**config.mk**
```make
export PLATFORM = sky130hd
export DESIGN_NAME = id_forward_scoreboard_flat
export DESIGN_NICKNAME = d
export VERILOG_FILES = /design/src/rtl/id_forward_scoreboard_pkg.sv /design/src/rtl/id_forward_scoreboard_if.sv /design/src/rtl/id_forward_scoreboard_fwd_port_resolve.sv /design/src/rtl/id_forward_scoreboard.sv /design/src/flat_wrapper.sv
export SDC_FILE = /design/constraint.sdc
export NUM_CORES = 1
export LEC_CHECK = 0
export ABC_AREA = 1
export CAP_MARGIN = 0
export CORE_ASPECT_RATIO = 0.8
export CORE_MARGIN = 2
export CORE_UTILIZATION = 35
export CTS_BUF_LIST = sky130_fd_sc_hd__clkbuf_8
export CTS_CLUSTER_SIZE = 40
export DETAILED_ROUTE_END_ITERATION = 6
export PLACE_DENSITY = 0.76
export SLEW_MARGIN = 15
export SYNTH_ARGS = -nofsm -noshare
export SYNTH_HDL_FRONTEND = slang
export SYNTH_SLANG_ARGS = --single-unit
```
**constraint.sdc**
```tcl
create_clock -name clock -period 2.9 [get_ports clock]
set_clock_uncertainty 0.2 [all_clocks]
set_input_delay 0.58 -clock clock [delete_from_list [all_inputs] [get_ports clock]]
set_output_delay 0.58 -clock clock [all_outputs]
set_load 0.1 [all_outputs]
```
**src/rtl/id_forward_scoreboard_pkg.sv**
```systemverilog
// Shared pipeline definitions: slot indices, result-ready classes and the
// scoreboard entry layout used by the ID-stage forwarding unit.
package pipe_pkg;

  localparam int SLOT_EX  = 0;
  localparam int SLOT_MEM = 1;
  localparam int SLOT_WB  = 2;

  localparam int READY_ALU  = 0;
  localparam int READY_LOAD = 1;

  // Entry field widths; the forwarding unit's ADDR_W/DEPTH defaults track these.
  localparam int SB_ADDR_W = 5;
  localparam int SB_SLOT_W = 2;

  typedef struct packed {
    logic                 valid;
    logic [SB_ADDR_W-1:0] waddr;
    logic [SB_SLOT_W-1:0] ready_slot;
  } sb_entry_t;

endpackage

```
**src/rtl/id_forward_scoreboard_if.sv**
```systemverilog
// ID-stage operand/forwarding bundle between the decode datapath (master)
// and the forwarding scoreboard (slave).
interface id_forward_scoreboard_if #(
  parameter int DATA_W     = 32,
  parameter int ADDR_W     = 5,
  parameter int DEPTH      = 3,
  parameter int READ_PORTS = 2,
  parameter int SEL_W      = $clog2(DEPTH + 1),
  parameter int RS_W       = $clog2(DEPTH)
);
  logic                         cpu_en;
  logic                         flush;
  logic [READ_PORTS-1:0]        rd_en;
  logic [READ_PORTS*ADDR_W-1:0] rd_addr;
  logic [READ_PORTS*DATA_W-1:0] rf_data;
  logic                         id_wen;
  logic [ADDR_W-1:0]            id_waddr;
  logic [RS_W-1:0]              id_ready_slot;
  logic [DEPTH*DATA_W-1:0]      stage_data;
  logic [READ_PORTS*SEL_W-1:0]  fwd_sel;
  logic [READ_PORTS*DATA_W-1:0] fwd_data;
  logic                         stall;
  logic [31:0]                  stall_count;

  modport master (
    output cpu_en, flush, rd_en, rd_addr, rf_data,
           id_wen, id_waddr, id_ready_slot, stage_data,
    input  fwd_sel, fwd_data, stall, stall_count
  );

  modport slave (
    input  cpu_en, flush, rd_en, rd_addr, rf_data,
           id_wen, id_waddr, id_ready_slot, stage_data,
    output fwd_sel, fwd_data, stall, stall_count
  );
endinterface

```
**src/rtl/id_forward_scoreboard_fwd_port_resolve.sv**
```systemverilog
// Resolves one ID source operand against the in-flight writers: youngest
// matching producer wins; a match whose result is not produced yet is not ready.
module fwd_port_resolve
  import pipe_pkg::*;
#(
  parameter int DATA_W = 32,
  parameter int ADDR_W = SB_ADDR_W,
  parameter int DEPTH  = 3,
  parameter int SEL_W  = $clog2(DEPTH + 1)
) (
  input  sb_entry_t [DEPTH-1:0]   entries_i,
  input  logic [ADDR_W-1:0]       rd_addr_i,
  input  logic [DATA_W-1:0]       rf_data_i,
  input  logic [DEPTH*DATA_W-1:0] stage_data_i,
  output logic [SEL_W-1:0]        fwd_sel_o,
  output logic [DATA_W-1:0]       fwd_data_o,
  output logic                    ready_o
);

  logic              hit;
  logic              hit_ok;
  logic [SEL_W-1:0]  hit_sel;
  logic [DATA_W-1:0] hit_data;

  // Scan oldest to youngest so the last match seen is the youngest writer.
  always_comb begin
    hit      = 1'b0;
    hit_ok   = 1'b0;
    hit_sel  = '0;
    hit_data = '0;
    for (int k = DEPTH - 1; k >= 0; k--) begin
      if (entries_i[k].valid && (entries_i[k].waddr == rd_addr_i) && (rd_addr_i != '0)) begin
        hit      = 1'b1;
        hit_ok   = (k >= int'(entries_i[k].ready_slot));
        hit_sel  = SEL_W'(k + 1);
        hit_data = stage_data_i[k*DATA_W +: DATA_W];
      end
    end
    ready_o    = !hit || hit_ok;
    fwd_sel_o  = (hit && hit_ok) ? hit_sel : '0;
    fwd_data_o = (hit && hit_ok) ? hit_data : rf_data_i;
  end

endmodule

```
**src/rtl/id_forward_scoreboard.sv**
```systemverilog
// Decode-stage forwarding/interlock unit: shift-register scoreboard of
// in-flight writers, per-port operand resolution, stall and stall counter.
module id_forward_scoreboard
  import pipe_pkg::*;
#(
  parameter int          DATA_W        = 32,
  parameter int          ADDR_W        = SB_ADDR_W,
  parameter int          DEPTH         = 3,
  parameter int          READ_PORTS    = 2,
  parameter logic [31:0] STALL_CNT_RST = '0
) (
  input logic                    clock,
  input logic                    reset,
  id_forward_scoreboard_if.slave sb_if
);

  localparam int SEL_W = $clog2(DEPTH + 1);

  sb_entry_t [DEPTH-1:0]        sb_q, sb_d;
  logic [31:0]                  stall_cnt_q, stall_cnt_d;
  logic [READ_PORTS-1:0]        port_ready;
  logic [READ_PORTS*SEL_W-1:0]  fwd_sel;
  logic [READ_PORTS*DATA_W-1:0] fwd_data;
  logic                         stall;

  for (genvar p = 0; p < READ_PORTS; p++) begin : g_port
    fwd_port_resolve #(
      .DATA_W (DATA_W),
      .ADDR_W (ADDR_W),
      .DEPTH  (DEPTH),
      .SEL_W  (SEL_W)
    ) u_resolve (
      .entries_i    (sb_q),
      .rd_addr_i    (sb_if.rd_addr[p*ADDR_W +: ADDR_W]),
      .rf_data_i    (sb_if.rf_data[p*DATA_W +: DATA_W]),
      .stage_data_i (sb_if.stage_data),
      .fwd_sel_o    (fwd_sel[p*SEL_W +: SEL_W]),
      .fwd_data_o   (fwd_data[p*DATA_W +: DATA_W]),
      .ready_o      (port_ready[p])
    );
  end

  assign stall             = (|(sb_if.rd_en & ~port_ready)) && !sb_if.flush;
  assign sb_if.stall       = stall;
  assign sb_if.fwd_sel     = fwd_sel;
  assign sb_if.fwd_data    = fwd_data;
  assign sb_if.stall_count = stall_cnt_q;

  always_comb begin
    sb_d        = sb_q;
    stall_cnt_d = stall_cnt_q;
    if (sb_if.cpu_en) begin
      if (sb_if.flush) begin
        for (int k = 0; k < DEPTH; k++) sb_d[k].valid = 1'b0;
      end else begin
        for (int k = DEPTH - 1; k > 0; k--) sb_d[k] = sb_q[k-1];
        if (stall) begin
          sb_d[0] = '0;
        end else begin
          sb_d[0].valid      = sb_if.id_wen && (sb_if.id_waddr != '0);
          sb_d[0].waddr      = sb_if.id_waddr;
          sb_d[0].ready_slot = sb_if.id_ready_slot;
        end
      end
      if (stall && (stall_cnt_q != '1)) stall_cnt_d = stall_cnt_q + 32'd1;
    end
  end

  always_ff @(posedge clock) begin
    if (reset) begin
      sb_q        <= '0;
      stall_cnt_q <= STALL_CNT_RST;
    end else begin
      sb_q        <= sb_d;
      stall_cnt_q <= stall_cnt_d;
    end
  end

endmodule

```
**src/flat_wrapper.sv**
```systemverilog
// flat-port wrapper written by rule: the top's interface ports become plain ports
module id_forward_scoreboard_flat import pipe_pkg::*;
#(
  parameter int          DATA_W        = 32,
  parameter int          ADDR_W        = SB_ADDR_W,
  parameter int          DEPTH         = 3,
  parameter int          READ_PORTS    = 2,
  parameter logic [31:0] STALL_CNT_RST = '0
)
  (clock, reset, sb_if_cpu_en, sb_if_flush, sb_if_rd_en, sb_if_rd_addr, sb_if_rf_data, sb_if_id_wen, sb_if_id_waddr, sb_if_id_ready_slot, sb_if_stage_data, sb_if_fwd_sel, sb_if_fwd_data, sb_if_stall, sb_if_stall_count);
  id_forward_scoreboard_if #(.DATA_W(DATA_W), .ADDR_W(ADDR_W), .DEPTH(DEPTH), .READ_PORTS(READ_PORTS)) sb_if_i ();
  input logic clock;
  input logic reset;
  input wire logic [$bits(sb_if_i.cpu_en)-1:0] sb_if_cpu_en;
  input wire logic [$bits(sb_if_i.flush)-1:0] sb_if_flush;
  input wire logic [$bits(sb_if_i.rd_en)-1:0] sb_if_rd_en;
  input wire logic [$bits(sb_if_i.rd_addr)-1:0] sb_if_rd_addr;
  input wire logic [$bits(sb_if_i.rf_data)-1:0] sb_if_rf_data;
  input wire logic [$bits(sb_if_i.id_wen)-1:0] sb_if_id_wen;
  input wire logic [$bits(sb_if_i.id_waddr)-1:0] sb_if_id_waddr;
  input wire logic [$bits(sb_if_i.id_ready_slot)-1:0] sb_if_id_ready_slot;
  input wire logic [$bits(sb_if_i.stage_data)-1:0] sb_if_stage_data;
  output wire logic [$bits(sb_if_i.fwd_sel)-1:0] sb_if_fwd_sel;
  output wire logic [$bits(sb_if_i.fwd_data)-1:0] sb_if_fwd_data;
  output wire logic [$bits(sb_if_i.stall)-1:0] sb_if_stall;
  output wire logic [$bits(sb_if_i.stall_count)-1:0] sb_if_stall_count;
  assign sb_if_i.cpu_en = sb_if_cpu_en;
  assign sb_if_i.flush = sb_if_flush;
  assign sb_if_i.rd_en = sb_if_rd_en;
  assign sb_if_i.rd_addr = sb_if_rd_addr;
  assign sb_if_i.rf_data = sb_if_rf_data;
  assign sb_if_i.id_wen = sb_if_id_wen;
  assign sb_if_i.id_waddr = sb_if_id_waddr;
  assign sb_if_i.id_ready_slot = sb_if_id_ready_slot;
  assign sb_if_i.stage_data = sb_if_stage_data;
  assign sb_if_fwd_sel = sb_if_i.fwd_sel;
  assign sb_if_fwd_data = sb_if_i.fwd_data;
  assign sb_if_stall = sb_if_i.stall;
  assign sb_if_stall_count = sb_if_i.stall_count;
  id_forward_scoreboard #(.DATA_W(DATA_W), .ADDR_W(ADDR_W), .DEPTH(DEPTH), .READ_PORTS(READ_PORTS), .STALL_CNT_RST(STALL_CNT_RST)) u_core (.clock(clock), .reset(reset), .sb_if(sb_if_i));
endmodule
```
# Word-level counts from Yosys, hierarchy flattened
# Cells that the tools add are included.
word_totals:
  reg_bits: 56
  in_bits: 184
  output_inout_bits: 101
  wordCells: 84
op_classes:
  n_addsub: 1
  magnitude_cmp: 3
  eq_ne: 7
  mux: 32
  n_bitwise: 3
  reduce_logical: 28
op_table:
  columns: ["op", "n"]
  rows:
  - ["32-bit 2-to-1 mux", 8]
  - ["32-bit by 1-bit adder with 32-bit output (second input constant)", 1]
  - ["32-bit != test (second input constant)", 1]
  - ["5-bit == test", 6]
  - ["1-bit logical AND", 17]
  - ["2-bit 2-to-1 mux", 8]
  - ["1-bit 2-to-1 mux", 15]
  - ["5-bit nonzero test", 3]
  - ["8-bit 2-to-1 mux", 1]
  - ["1-bit by 2-bit greater-or-equal comparator with 1-bit output (first input constant)", 2]
  - ["2-bit AND reduction", 2]
  - ["1-bit logical NOT", 3]
  - ["2-bit bitwise AND", 1]
  - ["2-bit greater-or-equal comparator (first input constant)", 1]
  - ["1-bit logical OR", 2]
  - ["2-bit NOT", 1]
  - ["2-bit OR reduction", 1]
  - ["1-bit NOT", 1]

# Longest topological paths before layout
depth:
  word_depth: 14
  depth_mapped: 19

# Hierarchy
# From an unflattened synthesis, not the netlist that was laid out.
unflattened:
  hier_cells: 1262
  hier_area_um2: 6630.1
by_module_without_submodules:
  columns: ["mod", "instances", "cells_each", "area_per_inst_um2"]
  rows:
  - ["fwd_port_resolve", 2, 409, 1819.2]
  - ["id_forward_scoreboard", 1, 444, 2991.6]

# Worst setup path after synthesis
# Ideal clock, no wire load.
synth_path:
  path_kind: "input to output"
  startpoint: "input port sb_if_rd_addr[0]"
  endpoint: "output port sb_if_fwd_sel[1]"
  arrival_time_ps: 3906
  setup_slack_ps: -1786
  cell_stages: 11
  path_buffers: 2
  cell_sequence: "nor2_1 -> nand2_1 -> nor2_1 -> nor2_1 -> nand2_1 -> nand3_1 -> nand2_1 -> nand2_2 -> buf_2 -> buf_2 -> a221oi_1"
synth_between:
  elab_chain_len: 8
  word_cells_on_any_way: 21
synth_rtl:
  columns: ["item", "line", "rtl"]
  rows:
  - ["start, declared", "flat_wrapper.sv:17", "input wire logic [$bits(sb_if_i.rd_addr)-1:0] sb_if_rd_addr;"]
  - ["5-bit == test", "id_forward_scoreboard_fwd_port_resolve.sv:32", "if (entries_i[k].valid && (entries_i[k].waddr == rd_addr_i) && (rd_addr_i != '0)) begin"]
  - ["1-bit logical AND (2 in a row)", "id_forward_scoreboard_fwd_port_resolve.sv:32", null]
  - ["1-bit 2-to-1 mux (3 in a row)", "id_forward_scoreboard_fwd_port_resolve.sv:32", null]
  - ["1-bit logical AND", "id_forward_scoreboard_fwd_port_resolve.sv:40", "fwd_sel_o = (hit && hit_ok) ? hit_sel : '0;"]
  - ["2-bit 2-to-1 mux (*)", "id_forward_scoreboard_fwd_port_resolve.sv:40", null]
  - ["end, declared", "flat_wrapper.sv:23", "output wire logic [$bits(sb_if_i.fwd_sel)-1:0] sb_if_fwd_sel;"]
# Every way passes the cells marked *; elsewhere a longest branch is shown, timed or not.

# Worst setup path after layout
layout_path:
  startpoint: "register u_core.sb_q[18] (netlist bit)"
  endpoint: "output port sb_if_fwd_data[14]"
layout_between:
  elab_chain_len: 8
  word_cells_on_any_way: 14
layout_rtl:
  columns: ["item", "line", "rtl"]
  rows:
  - ["start, declared", "id_forward_scoreboard.sv:19", "sb_entry_t [DEPTH-1:0] sb_q, sb_d;"]
  - ["start signal, assigned", "id_forward_scoreboard.sv:71", "sb_q <= '0;"]
  - ["start signal, assigned", "id_forward_scoreboard.sv:74", "sb_q <= sb_d;"]
  - ["5-bit == test (*)", "id_forward_scoreboard_fwd_port_resolve.sv:32", null]
  - ["1-bit logical AND (*) (2 in a row)", "id_forward_scoreboard_fwd_port_resolve.sv:32", null]
  - ["1-bit 2-to-1 mux (3 in a row)", "id_forward_scoreboard_fwd_port_resolve.sv:32", null]
  - ["1-bit logical AND", "id_forward_scoreboard_fwd_port_resolve.sv:41", "fwd_data_o = (hit && hit_ok) ? hit_data : rf_data_i;"]
  - ["32-bit 2-to-1 mux (*)", "id_forward_scoreboard_fwd_port_resolve.sv:41", null]
  - ["end, declared", "flat_wrapper.sv:24", "output wire logic [$bits(sb_if_i.fwd_data)-1:0] sb_if_fwd_data;"]
# Marked as above.

==> impl_metrics.ini <==
[logic_synthesis]
synth_cell_count_leaders = 233 x nand2_1, 166 x inv_1, 151 x nor2_1
synth-main-ff-cell = dfxtp_1
ys_seq_elements = 56
yosys.cell_count.top_type = nand2_1
synth_edf_count = 0
proportion_of_synthesized_flip_flops_having_asynchronous_set_or_reset_pct = 0
netlist_area_sq_um = 5675
ys_top_cells_by_area = dfxtp_1 20%, nand2_1 15%, o21ai_0 11%, inv_1 11%, nor2_1 10%
synthesis.area_per_instance_sq_um = 5.548
yosysSeqAreaShare_pct = 19.75
post_synth_num_cell_types = 33
yosysWarningCount = 0
mappedNetlistNets = 1208
fraction_of_post_synthesis_cell_area_in_the_top_cell_type_by_area_pct = 19.75
yosysTopAreaCell = dfxtp_1
syn_inst = 1023

[floorplan]
placeableCoreArea_sq_um = 15800
die_height_um = 117.9
initial_core_util_pct = 35.92
std_cell_rows = 41
dieArea_sq_um = 17260
io_pins = 285
die_width_um = 146.4

[clock_network]
cts.sinks = 56
clkTransAtPathRegs_ns = 0.12
cts-root-buf = clkbuf_8
tritoncts = yes
postCtsHoldBufs = 0
cts_buffers = 5
cts-htree-levels = 2
worstSkewPairLatency_ns = 0.34
max-clock-path-buffers = 2

[global_route]
grt_pass1_vias = 9137
pin_count_of_the_biggest_net_entering_global_routing = 34
grt_antenna_before_repair = 10
wire_length_of_the_first_global_routing_pass_um = 52020
grt_util_all_layers_pct = 38.31
use_met1_pct = 43.66
grt_use_met2_pct = 62.09
grt-ovfl-total = 0
gr-max-usage-layer = met2
grt_use_met3_pct = 11.47

[sta]
timing.final.hold_violations = 0
post-route-period-util_pct = 115.0
max-slew-margin-rel_pct = 42.66
setup-violations-final = 69
fin_crit_ns = 3.335
max_slew.worst_pin.slew_ns = 0.8591
fmax_mhz = 299.9
rsz_0062_raised_after_global_routing = true
timing_max_transition_violations_final = 0
fin_setup_tns_ns = -22.47
final_critical_path_setup_slack_ns = -0.4348

[worst_setup_path]
crit_path_max_fanout = 10
timing.critical_path.to_type = output port
crit_type = reg -> out
setup.worst_path.start_class = register
arr_time_crit_path_ns = 2.55
critical_path_required_ns = 2.12

[place]
dp_hpwl_um = 20470
port_buffers = 284
gp_congestion = 0.9030
placement.setup.worst_slack_ns = -0.7289
placedInstanceArea_sq_um = 10830

[layout]
synthToLayoutAreaGrowth_pct = 132.6
post_route_cells_drive_above_1_share_pct = 43.49
fin_area_sq_um = 13200
multi_input_area_sq_um = 5692
finalCoreUtilization_pct = 83.57
sequential_cell_area_sq_um = 1161
fillers = 863
finalNetCount = 1575

[routing]
antenna_left = 0
vias_per_cell = 5.892
post_detailed_route_wirelength_per_cell_um = 23.78
drtPass1Iterations = 6
totalWireLength_um = 38400
drc = 0
dr_total_vias = 9516
dr.first_iter.drc_count = 892

[min_path]
hp-class = reg -> reg

[run_status]
run_status = finished with violations
failing_checks = negative setup slack

[power]
static-leakage-power_uw = 0.005467
cellPowerDensity_nw_per_um2 = 200.4
vdd.ir_drop.worst_mv = 0.1725
power_consumption_uw = 2646

[flow_run]
max_capacitance_violation_count = 0
## area by class of cell
cell class                 instances  area share (%)
multi-input combinational        739           43.11
antenna                            9          0.1706
sequential                        56           8.794
clock buffer                       6          0.6254
timing repair buffer             417           40.12
tap                              215           2.037
clock inverter                     2         0.07581
inverter                         171           5.070
## layer usage
layer	vias to the layer above	part of all wire [%]	routed length [um]
li1	4084	-	-
met5	-	0.029	11
met1	4306	35	13310
met2	803	43	16680
met3	321	12	4575
met4	2	9.9	3817
## path summary, 6_finish.rpt
kind | start | to | slack, ns | cells after the start
max reg2reg | u_core.sb_q[18] | u_core.sb_if.stall_count[21] | 0.12 | 22
max | u_core.sb_q[18] | sb_if_fwd_data[14] | -0.43 | 14
min reg2reg | u_core.sb_q[8] | u_core.sb_q[16] | 0.28 | 2
min | u_core.sb_q[8] | u_core.sb_q[16] | 0.28 | 2
## stage by stage
stage          hold WS, ns  instances
3_3_place_gp        0.2619       1546
2_1_floorplan       0.2495       1023
4_1_cts             0.2824       1602
5_1_grt             0.3059       1614
6_report            0.2807       1615
3_5_place_dp        0.2664       1546
## logic make-up after synthesis
family / share of synthesized area [%]
flops: 19.75
compound gates: 25.51
xor+xnor: 0.6174
simple gates: 37.85
buf+inv: 16.05
fa+ha+maj: 0.2204
## power by group
part	total, uW	leakage, uW	internal (uW)	switching [uW]
combinational	1350	0.00495	574	778
sequential	805	0.000464	785	20.6
clock	489	0.0000510	192	297
## timing repair
item | in CTS | in global routing
setup buffers | 46 | 15
resized for setup | 279 | 182
pin swaps | 100 | 79
setup endpoints to repair | 99 | 69
gates cloned | 21 | 2
## layout by cell type (no fill, tap or decap), types with 33 or more instances in the layout
cell / synthesis / routed
clkdlybuf4s50_1: 0 / 173
buf_6: 1 / 34
nor2_1: 151 / 84
dfxtp_1: 56 / 38
inv_1: 166 / 156
nor2_2: 2 / 34
o21ai_0: 127 / 54
o21ai_4: 0 / 63
nand2_1: 233 / 160
buf_4: 0 / 84
nand2_2: 4 / 40
nand2_4: 1 / 33
o22ai_2: 0 / 48
buf_12: 0 / 97
nor2_4: 1 / 36
## critical path: stages (launching register included)
cell and delay [ns]:
dfxtp_2 0.36, inv_1 0.09, nand2_1 0.09, nand2_2 0.06, nor2_4 0.14, nand2_1 0.11
nor2_4 0.16, buf_6 0.13, nand2_8 0.09, buf_16 0.18, nor2_1 0.15, o22ai_1 0.11
buf_4 0.16, o21ai_4 0.16, buf_12 0.19
## flip-flops by register name, indices dropped and copies added (netlist names)
name	flops
u_core.sb_q	24
u_core.sb_if.stall_count	32
Note: power is estimated with default switching activity, not from simulation.
